$ cat src/rtl/data_offload_wr_ctrl.sv
// Write-side control engine for the data offload storage path: arms on an init
// request, waits for the selected sync event, then streams source beats into storage.
module data_offload_wr_ctrl #(
  parameter int ADDR_WIDTH = 10,
  parameter int DATA_WIDTH = 64
) (
  input  logic                  clk_i,
  input  logic                  rst_i,
  input  logic                  init_req_i,
  input  logic [1:0]            sync_config_i,
  input  logic                  sync_ext_i,
  input  logic                  sync_sw_i,
  input  logic [ADDR_WIDTH-1:0] transfer_length_i,
  input  logic                  src_valid_i,
  input  logic [DATA_WIDTH-1:0] src_data_i,
  input  logic                  src_last_i,
  output logic                  src_ready_o,
  output logic                  mem_we_o,
  output logic [ADDR_WIDTH-1:0] mem_waddr_o,
  output logic [DATA_WIDTH-1:0] mem_wdata_o,
  output logic [ADDR_WIDTH-1:0] wr_last_addr_o,
  output logic                  wr_done_o,
  output logic                  wr_busy_o
);

  typedef enum logic [1:0] {
    ST_IDLE      = 2'd0,
    ST_WAIT_SYNC = 2'd1,
    ST_WRITE     = 2'd2,
    ST_DONE      = 2'd3
  } state_t;

  localparam logic [ADDR_WIDTH-1:0] ADDR_ZERO = {ADDR_WIDTH{1'b0}};
  localparam logic [ADDR_WIDTH-1:0] ADDR_ONE  = ADDR_WIDTH'(1);
  localparam logic [ADDR_WIDTH-1:0] ADDR_MAX  = {ADDR_WIDTH{1'b1}};

  state_t                  state_q, state_d;
  logic                    init_req_q;
  logic                    sync_ext_q;
  logic [1:0]              cfg_q, cfg_d;
  logic [ADDR_WIDTH-1:0]   len_q, len_d;
  logic [ADDR_WIDTH-1:0]   addr_q, addr_d;
  logic                    src_ready_q, src_ready_d;
  logic                    mem_we_q, mem_we_d;
  logic [ADDR_WIDTH-1:0]   mem_waddr_q, mem_waddr_d;
  logic [DATA_WIDTH-1:0]   mem_wdata_q, mem_wdata_d;
  logic [ADDR_WIDTH-1:0]   wr_last_addr_q, wr_last_addr_d;
  logic                    wr_done_q, wr_done_d;
  logic                    wr_busy_q, wr_busy_d;

  logic                    init_rise_s;
  logic                    ext_rise_s;
  logic                    beat_s;

  assign init_rise_s = init_req_i & ~init_req_q;
  assign ext_rise_s  = sync_ext_i & ~sync_ext_q;
  // src_ready is registered from state, so the handshake never loops through src_valid
  assign beat_s      = src_valid_i & src_ready_q;

  // Next-state, address and write-port computation
  always_comb begin
    state_d        = state_q;
    cfg_d          = cfg_q;
    len_d          = len_q;
    addr_d         = addr_q;
    mem_we_d       = 1'b0;
    mem_waddr_d    = mem_waddr_q;
    mem_wdata_d    = mem_wdata_q;
    wr_last_addr_d = wr_last_addr_q;

    case (state_q)
      ST_IDLE: begin
        if (init_rise_s) begin
          addr_d = ADDR_ZERO;
          cfg_d  = sync_config_i;
          len_d  = transfer_length_i;
          if ((sync_config_i == 2'd1) || (sync_config_i == 2'd2)) begin
            state_d = ST_WAIT_SYNC;
          end else begin
            state_d = ST_WRITE;
          end
        end else begin
          state_d = ST_IDLE;
        end
      end
      ST_WAIT_SYNC: begin
        if (!init_req_i) begin
          state_d = ST_IDLE;
        end else if ((cfg_q == 2'd1) && ext_rise_s) begin
          state_d = ST_WRITE;
        end else if ((cfg_q == 2'd2) && sync_sw_i) begin
          state_d = ST_WRITE;
        end else begin
          state_d = ST_WAIT_SYNC;
        end
      end
      ST_WRITE: begin
        if (beat_s) begin
          mem_we_d    = 1'b1;
          mem_waddr_d = addr_q;
          mem_wdata_d = src_data_i;
          // Capacity check ends the transfer before the address could wrap
          if (!init_req_i || src_last_i || (addr_q == len_q) || (addr_q == ADDR_MAX)) begin
            state_d        = ST_DONE;
            wr_last_addr_d = addr_q;
          end else begin
            addr_d = addr_q + ADDR_ONE;
          end
        end else if (!init_req_i) begin
          if (addr_q != ADDR_ZERO) begin
            state_d        = ST_DONE;
            wr_last_addr_d = addr_q - ADDR_ONE;
          end else begin
            state_d = ST_IDLE;
          end
        end else begin
          state_d = ST_WRITE;
        end
      end
      ST_DONE: begin
        state_d = ST_IDLE;
      end
      default: begin
        state_d = ST_IDLE;
      end
    endcase

    src_ready_d = (state_d == ST_WAIT_SYNC) || (state_d == ST_WRITE);
    wr_busy_d   = src_ready_d;
    wr_done_d   = (state_d == ST_DONE);
  end

  // State, edge-detect history and registered outputs
  always_ff @(posedge clk_i or posedge rst_i) begin
    if (rst_i) begin
      state_q        <= ST_IDLE;
      init_req_q     <= 1'b0;
      sync_ext_q     <= 1'b0;
      cfg_q          <= 2'd0;
      len_q          <= ADDR_ZERO;
      addr_q         <= ADDR_ZERO;
      src_ready_q    <= 1'b0;
      mem_we_q       <= 1'b0;
      mem_waddr_q    <= ADDR_ZERO;
      mem_wdata_q    <= {DATA_WIDTH{1'b0}};
      wr_last_addr_q <= ADDR_ZERO;
      wr_done_q      <= 1'b0;
      wr_busy_q      <= 1'b0;
    end else begin
      state_q        <= state_d;
      init_req_q     <= init_req_i;
      sync_ext_q     <= sync_ext_i;
      cfg_q          <= cfg_d;
      len_q          <= len_d;
      addr_q         <= addr_d;
      src_ready_q    <= src_ready_d;
      mem_we_q       <= mem_we_d;
      mem_waddr_q    <= mem_waddr_d;
      mem_wdata_q    <= mem_wdata_d;
      wr_last_addr_q <= wr_last_addr_d;
      wr_done_q      <= wr_done_d;
      wr_busy_q      <= wr_busy_d;
    end
  end

  assign src_ready_o    = src_ready_q;
  assign mem_we_o       = mem_we_q;
  assign mem_waddr_o    = mem_waddr_q;
  assign mem_wdata_o    = mem_wdata_q;
  assign wr_last_addr_o = wr_last_addr_q;
  assign wr_done_o      = wr_done_q;
  assign wr_busy_o      = wr_busy_q;

endmodule
$ cat config.mk
export PLATFORM = sky130hd
export DESIGN_NAME = data_offload_wr_ctrl
export DESIGN_NICKNAME = d
export VERILOG_FILES = /design/src/rtl/data_offload_wr_ctrl.sv
export SDC_FILE = /design/constraint.sdc
export NUM_CORES = 1
export LEC_CHECK = 0
export CAP_MARGIN = 15
export CORE_ASPECT_RATIO = 1.2
export CORE_MARGIN = 8
export CORE_UTILIZATION = 45
export DETAILED_ROUTE_END_ITERATION = 10
export PLACE_DENSITY = 0.91
export SLEW_MARGIN = 20
export SYNTH_ARGS = -nofsm -noshare
export SYNTH_HDL_FRONTEND = slang
export SYNTH_SLANG_ARGS = --single-unit
export TNS_END_PERCENT = 20
$ cat constraint.sdc
create_clock -name clk_i -period 4.6 [get_ports clk_i]
set_input_delay 1.38 -clock clk_i [delete_from_list [all_inputs] [get_ports clk_i]]
set_output_delay 1.38 -clock clk_i [all_outputs]
set_load 0.1 [all_outputs]
==> metrics.txt <==
placed cell area=approximately 6700 µm²; DRC viols=0; NumNets Final=slightly below 800; min Tclk post-route=3400 ps; Worst EP arrival=2020 ps; share of cells above drive strength 1=7.97%; Initial Utilization=between 40 and 50%; Finished Cell Area=7250 µm²; Synth Area in Compound Gates=2.58%; Period Utilization, post-route=74.0%; Mapped Avg Cell Area=9.32 µm²; slew of the pin with the lowest slew margin=about 1000 ps; Clock Skews=between 10 and 15 ps; global-route usage over all layers=between 10% and 20%; Yosys Warn Count=0; Setup crit start kind=flip-flop; Reg area=2830 µm²; worst-path maximum fanout=5; largest family of logic cells by synthesized area=simple AND/OR/NAND/NOR gates; CP max stage delay=1180 ps; Mapped Area=4940 µm²; Worst-path clk slew=50 ps; Max-cap violations=0; Area Overhead vs Synth=46.7%; DR WL/cell=15.8 µm; Primary FF master, synth=dfrtp_1; via-per-instance ratio=4.91; critical path class=reg2out; dpl cells=805; cell count after synthesis=530; vias in the first global route=about 4,300; die area=14,600 µm²; Ports=171; Clock Root Buffer=clkbuf_16; CP bufs+invs=1; commonest cells after routing, fill and taps aside=267 x nand2_1, 170 x clkdlybuf4s50_1, 113 x dfrtp_1; post-synthesis mux area share=4.10%; largest net degree at the start of global routing=78; via count=4,104; Multi-input gate area=1940 µm²; first-pass GRT wire length=21,300 µm; worst endpoint required time=around 3200 ps; CTS tree=built; HPWL after DPL=9750 µm; fmax=294 MHz; Final Max Tran Viols=0; Final Hold Fails=0; CORE AREA=10,900 µm²; H-Tree Depth=4; antenna cells=0; XOR/XNOR Fraction of Synth Area=3.55%; slowest CP cell=clkdlybuf4s50_1; status=finished, final reports clean; Die X=112 µm; CTS max path bufs=2; Yosys reg bits=113; Setup Buffers After CTS=0; Port Buffers=170; Top delay family on crit path=buffers and inverters; chip height=131 µm; most common cell after layout, fill and taps aside=nand2_1; post-route ant nets=0; hold_buf cts=0; post_cts resized=0; DR pass1 iterations=4; Unique masters post-synth=44; clk sinks=~110; post-synthesis simple-gate area fraction=27.9%; DRT iter0 DRCs=219; Hold WC Path Type=reg2reg; initial antenna violation count=0; final global-route overflow total=0; Setup TNS=0 ps; fillers=between 800 and 900; final setup fails=0; Rows=42; clk_lat worst skew=400 ps; post-synthesis adder-cell area fraction=between 1 and 1.5%; RD Place Congestion=0.844; Final Non-Filler Cells=835; Net Count, Synth=617; Num CTS Buffers=17; RSZ-0062 raised after global routing=no; Rel. slew slack=30.5%; sequential share of the synthesized area=between 50% and 60%; ys async rst share=100%; number of flops mapped to enable cells by yosys=0; drt total wl=13,200 µm; CP cell instances=clkdlybuf4s50_1; final hold slack=470 ps; Crit. End Element=output pin
## synth_stat cells, types with 5 or more instances
master	n	area share, %
xor2_1	15	2.7
xnor2_1	5	0.89
mux2i_1	6	1.2
mux2_4	8	2.4
nor2_1	9	0.68
buf_1	6	0.46
clkbuf_1	16	1.2
nand2b_1	10	1.3
dfrtp_1	113	57
nand2_1	267	20
inv_1	6	0.46
nand3_1	9	0.91
## tightest hold or removal path, delay by kind of cell (launching register included)
kind          cells  cell delay, ps
flops             1             340
simple gates      2             100
## sequential cells by signal, summed over array words and instances, names as in the netlist
| signal | flops |
|---|---|
| mem_wdata_o | 64 |
| state_q | 2 |
| sync_ext_q | 1 |
| wr_last_addr_o | 10 |
| addr_q | 10 |
| wr_done_o | 1 |
| len_q | 10 |
| cfg_q | 2 |
| wr_busy_o | 1 |
| init_req_q | 1 |
| mem_waddr_o | 10 |
| mem_we_o | 1 |
## per-stage QoR
stage / utilization [%] / setup slack, ps
finish: 66.6 / 1200
CTS: 66.6 / 1170
global route: 66.6 / 1140
floorplan: - / 233
detailed placement: 61.7 / 1100
global placement: 61.7 / 1170
## path summary, 6_finish.rpt
| check | from | endpoint | slack, ps | cells after the start |
|---|---|---|---|---|
| max in group asynchronous | rst_i | wr_last_addr_o[4] | 2370 | 3 |
| min in group asynchronous | rst_i | mem_wdata_o[16] | 1490 | 2 |
| worst max register to register | addr_q[1] | wr_busy_o | 1930 | 8 |
| worst min-delay path | mem_wdata_o[17] | mem_wdata_o[17] | 470 | 2 |
| worst min register to register | mem_wdata_o[17] | mem_wdata_o[17] | 470 | 2 |
| worst max-delay path | wr_busy_o | wr_busy_o | 1200 | 1 |
## layer usage
layer,track usage (%),routed length [µm],vias up
met5,0,0,-
met3,5.70,763,23
met2,31.6,6750,150
li1,-,-,2000
met1,20.9,5410,1931
met4,7.57,263,0
## final cells by class
class	count	share of cell area [%]
Sequential cell	113	39.0
Clock inverter	7	0.829
Timing Repair Buffer	175	24.2
Multi-Input combinational cell	379	26.8
Clock buffer	23	6.60
Inverter	6	0.345
Tap cell	132	2.28
## cells by family after synthesis
logic type | Yosys count
AO/OA/AOI/OAI | 17
XOR/XNOR | 20
adder cells (fa/ha/maj) | 4
buffers and inverters | 38
flip-flops | 113
multiplexers | 16
AND/OR/NAND/NOR | 322
Power is left out: the tool's default activity adds up to more than one toggle a clock period on the data nets, which glitch-free logic cannot reach.
